**src/rtl/multi_timer.sv**
```systemverilog
// multi_timer: CHANNELS independent WIDTH-bit down-counters sharing one programmable prescaler.
// Each channel is one-shot or auto-reload, stoppable, and reports busy plus a one-cycle expiry pulse.
module multi_timer #(
  parameter int WIDTH          = 16,
  parameter int CHANNELS       = 4,
  parameter int PRESCALE_WIDTH = 8
) (
  input  logic                      clk,
  input  logic                      reset_n,
  input  logic [CHANNELS-1:0]       load,
  input  logic [WIDTH-1:0]          cycles,
  input  logic                      periodic,
  input  logic [CHANNELS-1:0]       stop,
  input  logic [PRESCALE_WIDTH-1:0] prescale,
  output logic [CHANNELS-1:0]       busy,
  output logic [CHANNELS-1:0]       expired,
  output logic [CHANNELS*WIDTH-1:0] count
);
  logic [PRESCALE_WIDTH-1:0] r_pcnt;
  logic                      w_tick;
  // >= rather than == so lowering prescale below pcnt cannot lock the prescaler up
  assign w_tick = r_pcnt >= prescale;
  always_ff @(posedge clk or negedge reset_n)
    if (!reset_n) r_pcnt <= '0;
    else          r_pcnt <= w_tick ? '0 : r_pcnt + 1'b1;
  for (genvar g = 0; g < CHANNELS; g++) begin : g_ch
    logic [WIDTH-1:0] r_cnt;
    logic [WIDTH-1:0] r_reload;
    logic             r_mode;
    logic             r_exp;
    always_ff @(posedge clk or negedge reset_n)
      if (!reset_n) begin
        r_cnt    <= '0;
        r_reload <= '0;
        r_mode   <= 1'b0;
        r_exp    <= 1'b0;
      end else begin
        r_exp <= 1'b0;
        if (stop[g]) begin
          r_cnt  <= '0;
          r_mode <= 1'b0;
        end else if (load[g]) begin
          r_cnt    <= cycles;
          r_reload <= cycles;
          r_mode   <= periodic;
        end else if (w_tick && r_cnt == WIDTH'(1)) begin
          r_exp <= 1'b1;
          r_cnt <= r_mode ? r_reload : '0;
        end else if (w_tick && r_cnt != '0) begin
          r_cnt <= r_cnt - 1'b1;
        end
      end
    assign busy[g]                  = r_cnt != '0;
    assign expired[g]               = r_exp;
    assign count[g*WIDTH +: WIDTH]  = r_cnt;
  end
endmodule

```
**config.mk**
```make
export PLATFORM = sky130hd
export DESIGN_NAME = multi_timer
export DESIGN_NICKNAME = d
export VERILOG_FILES = /design/src/rtl/multi_timer.sv
export SDC_FILE = /design/constraint.sdc
export NUM_CORES = 1
export LEC_CHECK = 0
export ABC_AREA = 1
export BUFFER_PORTS_ARGS = -buffer_cell sky130_fd_sc_hd__buf_2
export CAP_MARGIN = 10
export CORE_UTILIZATION = 59
export DETAILED_ROUTE_END_ITERATION = 10
export PLACE_DENSITY = 0.83
export SYNTH_ARGS = -nofsm -noshare
export SYNTH_HDL_FRONTEND = slang
export SYNTH_SLANG_ARGS = --single-unit
```
**constraint.sdc**
```tcl
create_clock -name clk -period 2.7 [get_ports clk]
set_input_delay 0.135 -clock clk [delete_from_list [all_inputs] [get_ports clk]]
set_output_delay 0.135 -clock clk [all_outputs]
set_load 0.005 [all_outputs]
```
## After elaboration in Yosys (flattened, before gate mapping)

Cells that the tools add are included.

- Input bits: 35
- Output and inout bits: 72
- Bits in registers: 144
- Logic and storage cells: 96

- Reduce and logical (&&, ||, !) cells: 24
- Bitwise logic cells: 4
- $add $sub $neg: 5
- Equality and inequality tests: 4
- Order comparisons: 1
- Muxes and demuxes: 41

Operator list:

| kind | count |
|---|---|
| $mux 16 | 20 |
| $eq 16x1->1 const B | 4 |
| $reduce_bool 16->1 | 4 |
| $sub 16x1->16 const B | 4 |
| $mux 1 | 20 |
| $reduce_bool 4->1 | 4 |
| $add 8x1->8 const B | 1 |
| $ge 8x8->1 | 1 |
| $logic_and 1x1->1 | 8 |
| $mux 8 | 1 |
| $reduce_and 2->1 | 4 |
| $reduce_bool 2->1 | 4 |
| $not 1->1 | 4 |

## Longest topological paths before layout

- Depth after elaboration: 6
- Mapped depth: 15
- Depth with buffers taken out: 14

## Worst setup path after synthesis

No wires, ideal clock.

- Path type: reg-to-reg
- Start: reg r_pcnt[7]
- End: reg g_ch[1].r_cnt[9]
- Arrival: 1.742 ns
- Setup slack: 0.839 ns
- Data required time: 2.581 ns
- Library setup time: 0.119 ns
- Cell stages (with the launch flop): 11
- Path buffers: 2
- Clock period less this slack: 1.861 ns
- Cells stage by stage: dfrtp_1 > ha_1 > a21o_1 > nor2_4 > nand3_4 > buf_12 > nand2_8 > nand2_8 > buf_12 > nor2_2 > a21oi_2

- Longest elaborated chain between the ends: 5
- Elaborated cells between the ends (all ways): 7
- Classes of those cells: order compare (1); mux (3); reduce/logical (3)

Ends and longest elaborated chain:

| what | line | RTL |
|---|---|---|
| start: declaration | 19 | `logic [PRESCALE_WIDTH-1:0] r_pcnt;` |
| start signal: assignment | 25 | `else r_pcnt <= w_tick ? '0 : r_pcnt + 1'b1;` |
| $ge 8x8->1 (*) | 22 | `assign w_tick = r_pcnt >= prescale;` |
| $logic_and 1x1->1 | 46 | `end else if (w_tick && r_cnt == WIDTH'(1)) begin` |
| $mux 16 | 46 |  |
| $mux 16 | 42 | `end else if (load[g]) begin` |
| $mux 16 | 39 | `if (stop[g]) begin` |
| end signal: assignment | 43 | `r_cnt <= cycles;` |
| end signal: assignment | 48 | `r_cnt <= r_mode ? r_reload : '0;` |
| end signal: assignment | 50 | `r_cnt <= r_cnt - 1'b1;` |
| end: declaration | 27 | `logic [WIDTH-1:0] r_cnt;` |

Every way passes the cells marked *; elsewhere a longest branch is shown, timed or not.
A chain may end at the register's enable or synchronous reset.

## Worst setup path in the final report

- Start: reg r_pcnt[7]
- End: reg g_ch[1].r_exp

- Longest elaborated chain between the ends: 5

Ends and longest elaborated chain:

| what | line | RTL |
|---|---|---|
| $ge 8x8->1 | 22 |  |
| $logic_and 1x1->1 | 46 |  |
| $mux 1 | 46 |  |
| $mux 1 | 42 |  |
| $mux 1 | 39 |  |
| end signal: assignment | 36 | `r_exp <= 1'b0;` |
| end signal: assignment | 38 | `r_exp <= 1'b0;` |
| end signal: assignment | 47 | `r_exp <= 1'b1;` |
| end: declaration | 30 | `logic r_exp;` |

No other way between the ends.

==> run metrics <==
Critical Path RT=3.06 ns; Max stage delay on crit path=0.58 ns; RD Place Congestion=0.894; sequential share of the synthesized area=0.398; worst path buffer plus inverter count=2; DR top layer=met4; wl on met1=10.4 mm; Post-CTS Setup Inserts=0; Least-Margin Pin Slew=0.933 ns; Placeable Area=0.0148 mm²; worst r2r path cells=9; Fin Clk Skew=0.00794 ns; Primary FF master, synth=dfrtp_1; CP Depth=9; Syn Std Cell Area=0.00904 mm²; Num CTS Buffers=17; post-route ant nets=0; die extent in y=126 µm; Max Root-Sink Buffers=2; area leader, netlist=dfrtp_1; most frequent cells after synthesis=nand2_1 (388), nor2_1 (192), dfrtp_1 (144); clk slew on worst S/H paths=0.06 ns; Worst Hold Launch=periodic; drt pass-1 iters=6; maximum clock frequency=0.413 GHz; number of global-route vias before repair=7869; initial core utilization=0.613; Yosys top cell area share=0.398; Worst setup EP type=flop; Core Util, Final=0.694; total routed wirelength=24.2 mm; CP Max Fanout=18; Clk Latency, worst-skew pair=0.42 ns; yosys warns=0; R2R setup slack=0.28 ns; Post-Route Setup TNS=0 ns; fillers=1242; Worst setup SP type=flop; EDFF count, synth=0; largest net degree at the start of global routing=67; Via density=5.61; share of cells above drive strength 1=0.170; Iter 0 DRT Violations=1081; area grow syn2layout=13.3%; DR WL met2=11.3 mm; H-tree depth=4; async set or reset register ratio after synthesis=1.00; number of synthesized register bits=144; DRC=0; Hold Violations, Final=0; dpl cell area=0.00957 mm²; Hold WS=0.0783 ns; arrival time worst endpoint=2.78 ns; max-cap viol count=0; antenna violations before repair=0; Final Cycle Share=0.897; Die W=126 µm; RSZ-0062 raised after global routing=no; DR WL met3=1.93 mm; CTS tree=built; worst r2r src=r_pcnt[7]; CTS Hold Bufs=9; Max Slew Vio Count=0; Area contributors post-synth=dfrtp_1 (40%), nand2_1 (16%), nor2_1 (8.0%); FP Rows=44; total I/O pin count=107; Hold Path End=g_ch[3].r_mode; Hold Path Class=primary input to flop; Tot GR Track Use=0.316; Post-Syn Nets=1296; post-CTS resize count=0; WL/cell=15.8 µm; relative slew slack=0.377; crit-path cells=ha_1 > nand2_1 > nor2_2 > nand4_2 > nand3_4 > buf_4 > nand2_4 > nor3_1 > dlygate4sd3_1; Static Leak=5.32 nW; WHS Path Cells=3; CTS root buf=clkbuf_16; total power=8.01 mW; diode count=0; top-count cell post-synth=nand2_1; PwrDens=782 mW/mm²; Non-Filler Cell Area, Final=0.0102 mm²; outcome=complete, no violations; number of library cell types mapped by synthesis=34; first-pass GRT wire length=39.4 mm; Post-Synthesis Cells=1240; Critical Path Slowest Stage Cell=dlygate4sd3_1; total number of vias=8601; DP HPWL=15.9 mm; Final setup viols=0; syn_area_per_cell=7.29 µm²; Layout Nets=1393; total gr overflow=0; crit path time final=2.42 ns; Setup Crit Path Kind=flop to flop; CP top delay family=simple AND/OR/NAND/NOR gates; Num Clock Sinks=144; Max IR drop VDD=0.575 mV; port bufs=106; FF-to-FF End=g_ch[1].r_exp; die footprint=0.0158 mm²
[worst max path at each step]
stage,startpoint,end,slack [ns]
finish,r_pcnt[7],g_ch[1].r_exp,0.28
global route,r_pcnt[7],g_ch[1].r_exp,0.11
CTS,r_pcnt[7],g_ch[1].r_exp,0.28
detailed placement,r_pcnt[5],g_ch[0].r_cnt[11],0.48
floorplan,r_pcnt[7],g_ch[1].r_cnt[9],0.84
global placement,r_pcnt[5],g_ch[0].r_cnt[13],0.55
[power breakdown]
part | switching [mW] | internal [mW]
registers | 0.490 | 2.57
logic | 1.59 | 1.01
clock network | 0.877 | 1.47
total | 2.96 | 5.05
[sequential cells by signal, indices dropped and copies added (netlist names)]
name	cells
g_ch.r_cnt	64
g_ch.r_reload	64
r_pcnt	8
g_ch.r_exp	4
g_ch.r_mode	4
[final cells by class]
| class | instances | area [µm²] | area share |
|---|---|---|---|
| multi-input combinational | 963 | 4780 | 0.467 |
| sequential | 144 | 3600 | 0.352 |
| timing repair buffer | 127 | 729 | 0.0712 |
| clock buffer | 26 | 509 | 0.0497 |
| inverter | 84 | 315 | 0.0308 |
| tap | 184 | 230 | 0.0225 |
| clock inverter | 4 | 75.1 | 0.00733 |
[stage by stage]
stage | instances | setup slack, ns
floorplan | 1240 | 0.839
global placement | 1493 | 0.546
detailed placement | 1493 | 0.481
CTS | 1532 | 0.281
global route | 1532 | 0.114
finish | 1532 | 0.279
[cells by family (layout without fill, tap and decap cells)]
| logic type | after synthesis | after routing | share of synthesized area |
|---|---|---|---|
| flops | 144 | 144 | 0.398 |
| compound gates | 204 | 204 | 0.125 |
| fa+ha+maj | 21 | 21 | 0.0291 |
| buf+inv | 133 | 241 | 0.0728 |
| xor+xnor | 50 | 50 | 0.0484 |
| simple gates | 688 | 688 | 0.327 |
[tightest hold or removal path, stage by stage]
cell and delay [ns]:
buf_2 0.07, inv_1 0.09, o21ai_0 0.16
[cells in the final DEF, fill, tap and decap left out, types with 14 or more instances in the layout]
cell and count:
inv_1 80, nor2_1 192, xor2_1 36, o21ai_0 71
nand2_1 388, dfrtp_1 144, a21oi_1 104, nand3_1 28
a21oi_2 28, nor3_1 14, xnor2_1 14, nor2_2 24
ha_1 21, buf_2 105, clkbuf_16 17
[per-layer routing]
metal / vias up / GRT usage
met5: - / 0
met4: 0 / 0.111
met3: 47 / 0.0501
met2: 409 / 0.502
met1: 4045 / 0.441
li1: 4100 / -
(Power assumes the default switching activity.)
